## config.mk

```make
export PLATFORM = sky130hd
export DESIGN_NAME = song_transmitter_flat
export DESIGN_NICKNAME = d
export VERILOG_FILES = /design/src/rtl/song_transmitter_pkg.sv /design/src/rtl/song_transmitter_if.sv /design/src/rtl/song_transmitter_rom.sv /design/src/rtl/song_transmitter.sv /design/src/flat_wrapper.sv
export SDC_FILE = /design/constraint.sdc
export NUM_CORES = 1
export LEC_CHECK = 0
export BUFFER_PORTS_ARGS = -buffer_cell sky130_fd_sc_hd__buf_4
export CORE_MARGIN = 1.5
export CORE_UTILIZATION = 57
export CTS_CLUSTER_SIZE = 40
export DETAILED_ROUTE_END_ITERATION = 12
export GPL_ROUTABILITY_DRIVEN = 0
export HOLD_SLACK_MARGIN = 0.08
export PLACE_DENSITY = 0.83
export SLEW_MARGIN = 20
export SYNTH_ARGS = -nofsm -noshare
export SYNTH_HDL_FRONTEND = slang
export SYNTH_SLANG_ARGS = --single-unit
```

## constraint.sdc

```tcl
create_clock -name clk -period 3.6 [get_ports clk]
set_input_delay 0.36 -clock clk [delete_from_list [all_inputs] [get_ports clk]]
set_output_delay 0.36 -clock clk [all_outputs]
set_load 0.01 [all_outputs]
```

## src/rtl/song_transmitter_pkg.sv

```systemverilog
// song_transmitter shared types and constants.
// Optional echo checking is enabled with ECHO_CHECK_EN.
package song_transmitter_pkg;

  localparam int ADDR_W = 8;
  localparam int GAP_W  = 32;
  localparam logic [3:0] MISS_MAX = 4'd15;

  typedef enum logic [2:0] {
    IDLE,
    FETCH,
    SEND,
`ifdef ECHO_CHECK_EN
    ECHO,
    CMP,
`endif
    GAP
  } state_t;

  // Mismatch counter increment that sticks at MISS_MAX.
  function automatic logic [3:0] sat_inc(input logic [3:0] v);
    return (v == MISS_MAX) ? v : v + 4'd1;
  endfunction

endpackage

```

## src/rtl/song_transmitter_if.sv

```systemverilog
// song_transmitter board-side and UART FIFO signals.
// Used unchanged whether or not ECHO_CHECK_EN is defined.
interface song_transmitter_if;

  logic [2:0] buttons;
  logic [1:0] switches;
  logic [5:0] leds;
  logic [7:0] ua_tx_din;
  logic       ua_tx_wr_en;
  logic       ua_tx_full;
  logic [7:0] ua_rx_dout;
  logic       ua_rx_empty;
  logic       ua_rx_rd_en;

  modport master (
    input  buttons, switches,
    input  ua_tx_full, ua_rx_dout, ua_rx_empty,
    output leds, ua_tx_din, ua_tx_wr_en, ua_rx_rd_en
  );

  modport slave (
    output buttons, switches,
    output ua_tx_full, ua_rx_dout, ua_rx_empty,
    input  leds, ua_tx_din, ua_tx_wr_en, ua_rx_rd_en
  );

endinterface

```

## src/rtl/song_transmitter_rom.sv

```systemverilog
// song_rom: combinational melody store of ASCII notes.
// First character of SONG sits at address 0.
module song_rom #(
  parameter int SONG_LEN = 13,
  parameter logic [8*SONG_LEN-1:0] SONG = "EDCDEEEDDDEGG"
) (
  input  logic [7:0] address,
  output logic [7:0] data,
  output logic [7:0] last_address
);

  assign last_address = 8'(SONG_LEN - 1);

  // Select the addressed character; out of range reads as 0.
  always_comb begin
    data = 8'h00;
    for (int i = 0; i < SONG_LEN; i++) begin
      if (address == 8'(i)) begin
        data = SONG[8*(SONG_LEN-1-i) +: 8];
      end
    end
  end

endmodule

```

## src/rtl/song_transmitter.sv

```systemverilog
// song_transmitter: paces ROM notes into the UART TX FIFO.
// Define ECHO_CHECK_EN to read back and count echo mismatches.
module song_transmitter
  import song_transmitter_pkg::*;
#(
  parameter int          CLOCK_FREQ   = 125_000_000,
  parameter int unsigned GAP_CYCLES   = CLOCK_FREQ / 4,
  parameter int unsigned ECHO_TIMEOUT = CLOCK_FREQ / 10,
  parameter int          SONG_LEN     = 13,
  parameter logic [8*SONG_LEN-1:0] SONG = "EDCDEEEDDDEGG"
) (
  input logic clk,
  input logic rst,
  song_transmitter_if.master bus
);

  localparam logic [GAP_W-1:0] TO_LAST = GAP_W'(ECHO_TIMEOUT - 1);

  state_t              r_state, w_state_n;
  logic [ADDR_W-1:0]   r_addr, w_addr_n;
  logic [7:0]          r_byte, w_byte_n;
  logic [GAP_W-1:0]    r_cnt, w_cnt_n;
  logic [3:0]          r_miss, w_miss_n;
  logic                r_stop, w_stop_n;
  logic                r_restart, w_restart_n;
  logic                r_stall, w_stall_n;
  logic                r_rd_en, w_rd_en_n;
  logic [7:0]          w_rom_data;
  logic [ADDR_W-1:0]   w_last;
  logic [GAP_W-1:0]    w_limit;
  logic                w_wr;
  logic                w_stop_any;
  logic                w_rst_any;
  logic [3:0]          w_led_hi;

  song_rom #(
    .SONG_LEN(SONG_LEN),
    .SONG(SONG)
  ) u_rom (
    .address(r_addr),
    .data(w_rom_data),
    .last_address(w_last)
  );

  assign w_limit = bus.switches[1] ? (GAP_W'(GAP_CYCLES) << 1)
                                   : GAP_W'(GAP_CYCLES);
  assign w_wr       = (r_state == SEND) && !bus.ua_tx_full;
  assign w_stop_any = r_stop | bus.buttons[0];
  assign w_rst_any  = r_restart | bus.buttons[1];

`ifdef ECHO_CHECK_EN
  assign w_led_hi        = r_miss;
  assign bus.ua_rx_rd_en = r_rd_en;
`else
  logic w_unused;
  assign w_led_hi        = r_addr[3:0];
  assign bus.ua_rx_rd_en = 1'b0;
  assign w_unused = ^{bus.ua_rx_dout, bus.ua_rx_empty,
                      TO_LAST, r_rd_en};
`endif

  assign bus.ua_tx_wr_en = w_wr;
  assign bus.ua_tx_din   = r_byte;
  assign bus.leds = {w_led_hi, r_stall, r_state != IDLE};

  // State and datapath registers.
  always_ff @(posedge clk or posedge rst) begin
    if (rst) begin
      r_state   <= IDLE;
      r_addr    <= '0;
      r_byte    <= '0;
      r_cnt     <= '0;
      r_miss    <= '0;
      r_stop    <= 1'b0;
      r_restart <= 1'b0;
      r_stall   <= 1'b0;
      r_rd_en   <= 1'b0;
    end else begin
      r_state   <= w_state_n;
      r_addr    <= w_addr_n;
      r_byte    <= w_byte_n;
      r_cnt     <= w_cnt_n;
      r_miss    <= w_miss_n;
      r_stop    <= w_stop_n;
      r_restart <= w_restart_n;
      r_stall   <= w_stall_n;
      r_rd_en   <= w_rd_en_n;
    end
  end

  // Next state, counters and latched stop/restart requests.
  always_comb begin
    w_state_n   = r_state;
    w_addr_n    = r_addr;
    w_byte_n    = r_byte;
    w_cnt_n     = '0;
    w_miss_n    = r_miss;
    w_stop_n    = w_stop_any;
    w_restart_n = w_rst_any;
    w_stall_n   = 1'b0;
    w_rd_en_n   = 1'b0;
    unique case (r_state)
      IDLE: begin
        w_stop_n    = 1'b0;
        w_restart_n = 1'b0;
        if (bus.buttons[1]) begin
          w_addr_n = '0;
          w_miss_n = '0;
        end
        if (bus.buttons[0]) w_state_n = FETCH;
      end
      FETCH: begin
        w_byte_n  = w_rom_data;
        w_state_n = SEND;
      end
      SEND: begin
        if (!w_wr) begin
          w_stall_n = 1'b1;
        end else begin
`ifdef ECHO_CHECK_EN
          w_state_n = ECHO;
`else
          w_state_n = GAP;
`endif
        end
      end
`ifdef ECHO_CHECK_EN
      ECHO: begin
        if (r_rd_en) begin
          w_state_n = CMP;
        end else if (!bus.ua_rx_empty) begin
          w_rd_en_n = 1'b1;
        end else if (r_cnt == TO_LAST) begin
          w_miss_n  = sat_inc(r_miss);
          w_state_n = GAP;
        end else begin
          w_cnt_n = r_cnt + 32'd1;
        end
      end
      CMP: begin
        if (bus.ua_rx_dout != r_byte) w_miss_n = sat_inc(r_miss);
        w_state_n = GAP;
      end
`endif
      GAP: begin
        w_stop_n    = 1'b0;
        w_restart_n = 1'b0;
        if (w_rst_any) begin
          w_addr_n  = '0;
          w_miss_n  = '0;
          w_state_n = IDLE;
        end else if (w_stop_any) begin
          w_state_n = IDLE;
        end else if (r_cnt == w_limit || bus.buttons[2]) begin
          if (r_addr == w_last) begin
            w_addr_n  = '0;
            w_state_n = bus.switches[0] ? FETCH : IDLE;
          end else begin
            w_addr_n  = r_addr + 8'd1;
            w_state_n = FETCH;
          end
        end else begin
          w_cnt_n = r_cnt + 32'd1;
        end
      end
      default: w_state_n = IDLE;
    endcase
  end

endmodule
```

## src/flat_wrapper.sv

```systemverilog
// flat-port wrapper written by rule: the top's interface ports become plain ports
module song_transmitter_flat import song_transmitter_pkg::*;
#(
  parameter int          CLOCK_FREQ   = 125_000_000,
  parameter int unsigned GAP_CYCLES   = CLOCK_FREQ / 4,
  parameter int unsigned ECHO_TIMEOUT = CLOCK_FREQ / 10,
  parameter int          SONG_LEN     = 13,
  parameter logic [8*SONG_LEN-1:0] SONG = "             "
)
  (clk, rst, bus_buttons, bus_switches, bus_ua_tx_full, bus_ua_rx_dout, bus_ua_rx_empty, bus_leds, bus_ua_tx_din, bus_ua_tx_wr_en, bus_ua_rx_rd_en);
  song_transmitter_if bus_i ();
  input logic clk;
  input logic rst;
  input wire logic [$bits(bus_i.buttons)-1:0] bus_buttons;
  input wire logic [$bits(bus_i.switches)-1:0] bus_switches;
  input wire logic [$bits(bus_i.ua_tx_full)-1:0] bus_ua_tx_full;
  input wire logic [$bits(bus_i.ua_rx_dout)-1:0] bus_ua_rx_dout;
  input wire logic [$bits(bus_i.ua_rx_empty)-1:0] bus_ua_rx_empty;
  output wire logic [$bits(bus_i.leds)-1:0] bus_leds;
  output wire logic [$bits(bus_i.ua_tx_din)-1:0] bus_ua_tx_din;
  output wire logic [$bits(bus_i.ua_tx_wr_en)-1:0] bus_ua_tx_wr_en;
  output wire logic [$bits(bus_i.ua_rx_rd_en)-1:0] bus_ua_rx_rd_en;
  assign bus_i.buttons = bus_buttons;
  assign bus_i.switches = bus_switches;
  assign bus_i.ua_tx_full = bus_ua_tx_full;
  assign bus_i.ua_rx_dout = bus_ua_rx_dout;
  assign bus_i.ua_rx_empty = bus_ua_rx_empty;
  assign bus_leds = bus_i.leds;
  assign bus_ua_tx_din = bus_i.ua_tx_din;
  assign bus_ua_tx_wr_en = bus_i.ua_tx_wr_en;
  assign bus_ua_rx_rd_en = bus_i.ua_rx_rd_en;
  song_transmitter #(.CLOCK_FREQ(CLOCK_FREQ), .GAP_CYCLES(GAP_CYCLES), .ECHO_TIMEOUT(ECHO_TIMEOUT), .SONG_LEN(SONG_LEN), .SONG(SONG)) u_core (.clk(clk), .rst(rst), .bus(bus_i));
endmodule
```

---- Word level (Yosys, flattened, before mapping) ----
Cells that the tools add are included.
storage, ports and cells
  bits in registers ....................... 54
  input bits .............................. 17
  output and inout bits ................... 16
  logic and storage cells ................. 79
cells by class
  $add $sub $neg .......................... 2
  equal/unequal tests ..................... 22
  muxes and demuxes ....................... 36
  bitwise logic cells ..................... 2
  reduce and logical (&&, ||, !) cells .... 10
operator list
  cell                                                              count
  8-bit 2-to-1 mux                                                  17
  32-bit 2-to-1 mux                                                 4
  8-bit by 4-bit == test with 1-bit output (second input constant)  5
  32-bit by 1-bit adder with 32-bit output (second input constant)  1
  32-bit == test                                                    1
  8-bit by 3-bit == test with 1-bit output (second input constant)  4
  26-bit 2-to-1 mux                                                 1
  3-bit 2-to-1 mux                                                  6
  8-bit by 2-bit == test with 1-bit output (second input constant)  2
  8-bit case mux with 2 select lines                                1
  3-bit case mux with 4 select lines                                1
  8-bit by 1-bit adder with 8-bit output (second input constant)    1
  8-bit by 1-bit == test with 1-bit output (second input constant)  1
  8-bit logical NOT                                                 1
  3-bit by 2-bit == test with 1-bit output (second input constant)  2
  6-bit 2-to-1 mux                                                  1
  2-bit != test (second input constant)                             3
  1-bit 2-to-1 mux                                                  5
  4-bit by 1-bit != test with 1-bit output (second input constant)  1
  4-bit AND reduction                                               1
  3-bit by 1-bit == test with 1-bit output (second input constant)  1
  3-bit logical NOT                                                 1
  3-bit by 1-bit != test with 1-bit output (second input constant)  1
  3-bit != test (second input constant)                             1
  other kinds (8)                                                   9

---- Logic depth before layout (Yosys ltp) ----
  depth after elaboration ................. 14
  mapped depth ............................ 9

---- Hierarchy ----
A second synthesis with hierarchy kept.
unflattened totals
  cell total of the unflattened synthesis .. 314
  area total of the unflattened synthesis .. 3030.4 um2
modules (own cells, without submodules)
  module            instances  cells each  area an instance (um2)  seq. area each (um2)
  song_transmitter  1          294         2890.3                  1326.3
  song_rom          1          20          140.1                   0.0

---- Worst setup path before layout ----
Ideal clock, no wire load.
  path kind ............................... reg2reg
  from .................................... register u_core.r_state[0]
  to ...................................... register u_core.r_addr[2]
  library setup time ...................... 0.136 ns
  arrival ................................. 1.847 ns
  required time ........................... 3.464 ns
  path slack .............................. 1.617 ns
  cell stages (with the launch flop) ...... 9
  buffers on the path ..................... 1
  period minus slack after synthesis ...... 1.983 ns
  cell sequence ........................... dfrtp_1 > inv_1 > ha_1 > mux2_2 > o31ai_1 > clkbuf_1 > nor2_1 > a221oi_1 > o21ai_0
between the ends
  cells in the longest elaborated chain, start to end .. 3
  elaborated cells on any way between the ends .. 8
  those cells by class .................... eq/ne: 4; mux: 1; reduce/logical: 3
ends and longest elaborated chain
  what                                                                                  line                     RTL
  from (decl)                                                                           song_transmitter.sv:19   state_t r_state, w_state_n;
  from (signal assigned)                                                                song_transmitter.sv:79   r_state <= w_state_n;
  3-bit by 2-bit == test with 1-bit output / 3-bit logical NOT (equally long branches)  song_transmitter.sv:102  unique case (r_state)
  3-bit != test (no source line) (tied with other cells)                                -
  4-bit AND reduction (no source line)                                                  -
  to (signal assigned)                                                                  song_transmitter.sv:80   r_addr <= w_addr_n;
  to (decl)                                                                             song_transmitter.sv:20   logic [ADDR_W-1:0] r_addr, w_addr_n;
Parallel ways exist; a longest one is shown, timed or not.
A chain may end at the register's enable or synchronous reset.

---- Worst setup path after layout ----
  from .................................... register u_core.r_cnt[0]
  to ...................................... register u_core.r_state[0]
between the ends
  cells in the longest elaborated chain, start to end .. 4
ends and longest elaborated chain
  what                                                       line                     RTL
  from (decl)                                                song_transmitter.sv:22   logic [GAP_W-1:0] r_cnt, w_cnt_n;
  from (signal assigned)                                     song_transmitter.sv:82   r_cnt <= w_cnt_n;
  32-bit == test                                             song_transmitter.sv:154  end else if (r_cnt == w_limit || bus.buttons[2]) begin
  1-bit logical OR                                           song_transmitter.sv:154
  4-bit by 1-bit != test with 1-bit output (no source line)  -
  3-bit AND reduction (no source line)                       -
No other way between the ends.

==> flow_metrics.py <==
metrics = {
    "status": {
        "outcome": "complete, no violations",
    },
    "worst_setup_path": {
        "start_kind": "register",
        "worstPathArrival_ns": 2.63,
        "worst-r2r-setup-slack_ns": 1.15,
        "critPathLaunch": "u_core.r_cnt[0]$_DFF_PP0_",
        "critPathMaxFanout": 33,
        "worstRegToRegCells": 9,
        "reg2reg_to": "u_core.r_state[0]$_DFFE_PP0P_",
        "critical_path_required_ns": 3.78,
        "r2r-start": "u_core.r_cnt[0]$_DFF_PP0_",
        "timing_worst_setup_path_type": "reg -> reg",
        "crit_path_end_kind": "register",
    },
    "synthesis": {
        "ys_types": 47,
        "synth_area_um2": 2870,
        "synth-seq-area-share_pct": 40.1,
        "syn_area_per_cell_um2": 9.21,
        "synth_edf_count": 0,
        "ys_ff_latch": 46,
        "synthFlopType": "dfrtp_1",
        "synth_top_cell_area_share_pct": 40.1,
        "synth_area_leaders": "dfrtp_1, nor2_1, xor2_1",
        "yosysWarnings": 0,
        "synth_top_area_cell": "dfrtp_1",
        "postSynth.asyncResetShare_pct": 100,
        "synthCells": 312,
    },
    "routing": {
        "drt-wirelength-per-cell_um": 14.6,
        "first_iter_violations": 177,
        "num_vias": 2244,
        "drt.antenna.violating_nets": 0,
        "routed_wl_um": 5650,
        "first_pass_iters": 4,
        "vias_per_cell": 5.81,
        "drc": 0,
    },
    "timing": {
        "setup_tns_ns": 0,
        "tightest_slew_ns": 0.901,
        "setup_violations": 0,
        "clock_skew_ns": 0.00283,
        "hold_violations": 0,
        "fin_crit_ns": 2.45,
        "max_slew_margin_pct": 39.4,
        "slew_viol_final": 0,
        "rsz0062_at_grt": "no",
        "max_freq_ghz": 0.408,
        "finalCritPeriodShare_pct": 68.1,
    },
    "power": {
        "power_frac_seq_pct": 42.2,
        "p_switching_mw": 0.572,
        "p_leak_nw": 1.26,
        "switching_share_pct": 36.9,
        "powerDensity_nw_per_um2": 511,
        "worst_ir_drop_vdd_mv": 0.366,
        "p_comb_share_pct": 38.4,
        "p_int_mw": 0.978,
        "power_frac_clock_pct": 19.4,
    },
    "clock_tree": {
        "ctsHoldBuffers": 0,
        "htreeDepth": 2,
        "cts_setup_buffers": 0,
        "clkTransAtPathRegs_ns": 0.08,
        "cts_buffer_depth": 2,
        "cts_root_buffer": "clkbuf_8",
        "cts.sinks": 46,
        "cts_tree": "built",
        "clock_latency_ns": 0.30,
        "cts_buffers": 5,
        "cts_resized": 0,
    },
    "job": {
        "drv_cap": 0,
    },
    "placement": {
        "place_area_um2": 2950,
        "dp.cells": 379,
        "hpwl_um": 3850,
        "io_buffers": 15,
    },
    "finish": {
        "finalNetCount": 346,
        "final_cell_area_um2": 3030,
        "fin_cells": 386,
        "antenna_cells_inserted": 0,
        "fillerInstances": 424,
        "synthToLayoutAreaGrowth_pct": 5.49,
        "layout-drive-gt1-share_pct": 11.0,
    },
    "floorplan": {
        "initial_core_util_pct": 60.0,
        "pin_count": 33,
        "die_h_um": 74.0,
        "rows": 25,
        "coreArea_um2": 4790,
        "die_x_um": 74.0,
        "die-area_um2": 5470,
    },
    "hold_path": {
        "hold_class": "in -> async",
    },
    "global_route": {
        "antenna_found_initial": 0,
        "grtUsageTotal_pct": 23.4,
        "grt_max_degree": 47,
        "grt_pass1_wl_um": 9760,
        "overflow": 0,
        "grt_pass1_vias": 2104,
    },
}
-- per-layer routing --
layer  vias up  share of wire (%)  global-route usage (%)
li1       1098                  -                       -
met1      1073                 44                    30.5
met2        64                 49                    38.1
met3         9                5.0                    5.28
met4         0                2.2                    9.05
met5         -                  0                       0
-- critical path: stages (launching register included) --
cell and delay, ns:
dfrtp_1 0.43, inv_1 0.09, ha_1 0.17, nor4b_1 0.37
nand4_1 0.21, a2111oi_4 0.21, buf_4 0.27, or3_1 0.13
buf_4 0.30, a2bb2oi_1 0.12
-- sequential cells by signal, indices dropped and copies added, names as in the netlist --
| signal | flops |
|---|---|
| u_core.r_stall | 1 |
| u_core.r_cnt | 32 |
| u_core.r_addr | 8 |
| u_core.r_stop | 1 |
| u_core.bus.ua_tx_din | 1 |
| u_core.r_restart | 1 |
| u_core.r_state | 2 |
-- layout make-up --
cell class / count / area, µm² / area share, %
Clock buffer: 7 / 76.3 / 2.52
Tap cell: 67 / 83.8 / 2.77
Multi-Input combinational cell: 235 / 1530 / 50.6
Timing Repair Buffer: 18 / 135 / 4.46
Inverter: 13 / 50.0 / 1.65
Sequential cell: 46 / 1150 / 38.0
-- how the worst max path moves through the flow --
stage / endpoint / slack, ns / depth (start not counted)
after floorplan: u_core.r_addr[2]$_DFFE_PP0P_ / 1.62 / 8
after global placement: u_core.r_state[0]$_DFFE_PP0P_ / 1.23 / 9
after detailed placement: u_core.r_cnt[29]$_DFF_PP0_ / 1.23 / 9
after CTS: u_core.r_state[0]$_DFFE_PP0P_ / 1.12 / 9
after global routing: u_core.r_cnt[29]$_DFF_PP0_ / 0.89 / 9
final: u_core.r_state[0]$_DFFE_PP0P_ / 1.15 / 9
-- cell usage after synthesis (10+ instances only) --
cell and number:
and3_1 13, buf_4 14, dfrtp_1 46, ha_1 10, inv_1 13, nand2_1 21, nand3_1 18, nand4_1 15
nor2_1 46, xnor2_1 11, xor2_1 19
-- placed cells by master, fill, tap and decap left out, types with 5 or more instances in the layout --
cell type and count:
ha_1 10, conb_1 8, inv_1 12, xnor2_1 11
dfrtp_1 46, nor3_1 5, clkbuf_8 5, nor2_1 46
and3_1 13, nand4_1 15, buf_4 18, o211ai_1 7
nand3_1 18, nand2_1 21, nor2b_1 6, nor4_1 6
xor2_1 19, and4_1 5
-- cell families (layout without fill, tap and decap cells) --
kind of cell,count (synthesis),in the layout,synth area share [%]
flip-flops,46,46,40.1
AND/OR/NAND/NOR,158,158,30.1
adder cells (fa/ha/maj),10,10,4.36
multiplexers,2,2,0.784
other,1,8,0.131
AO/OA/AOI/OAI,27,27,7.80
XOR/XNOR,30,30,9.15
buffers and inverters,38,38,7.62
-- power by group through the flow --
stage / Sequential (mW) / Clock [mW] / Combinational (mW)
after floorplan: 0.637 / 0 / 0.489
after global placement: 0.654 / 0 / 0.572
after detailed placement: 0.660 / 0 / 0.596
after CTS: 0.651 / 0.314 / 0.597
after global routing: 0.662 / 0.337 / 0.662
final: 0.654 / 0.300 / 0.596
-- stage by stage --
stage | hold slack (ns) | setup slack [ns] | total power, mW | utilization (%)
after floorplan | 0.469 | 1.62 | 1.13 | -
after global placement | 0.502 | 1.23 | 1.23 | 61.7
after detailed placement | 0.508 | 1.23 | 1.26 | 61.7
after CTS | 0.310 | 1.12 | 1.56 | 63.3
after global routing | 0.250 | 0.891 | 1.66 | 63.3
final | 0.177 | 1.15 | 1.55 | 63.3
Power figures use the tool's default switching activity.
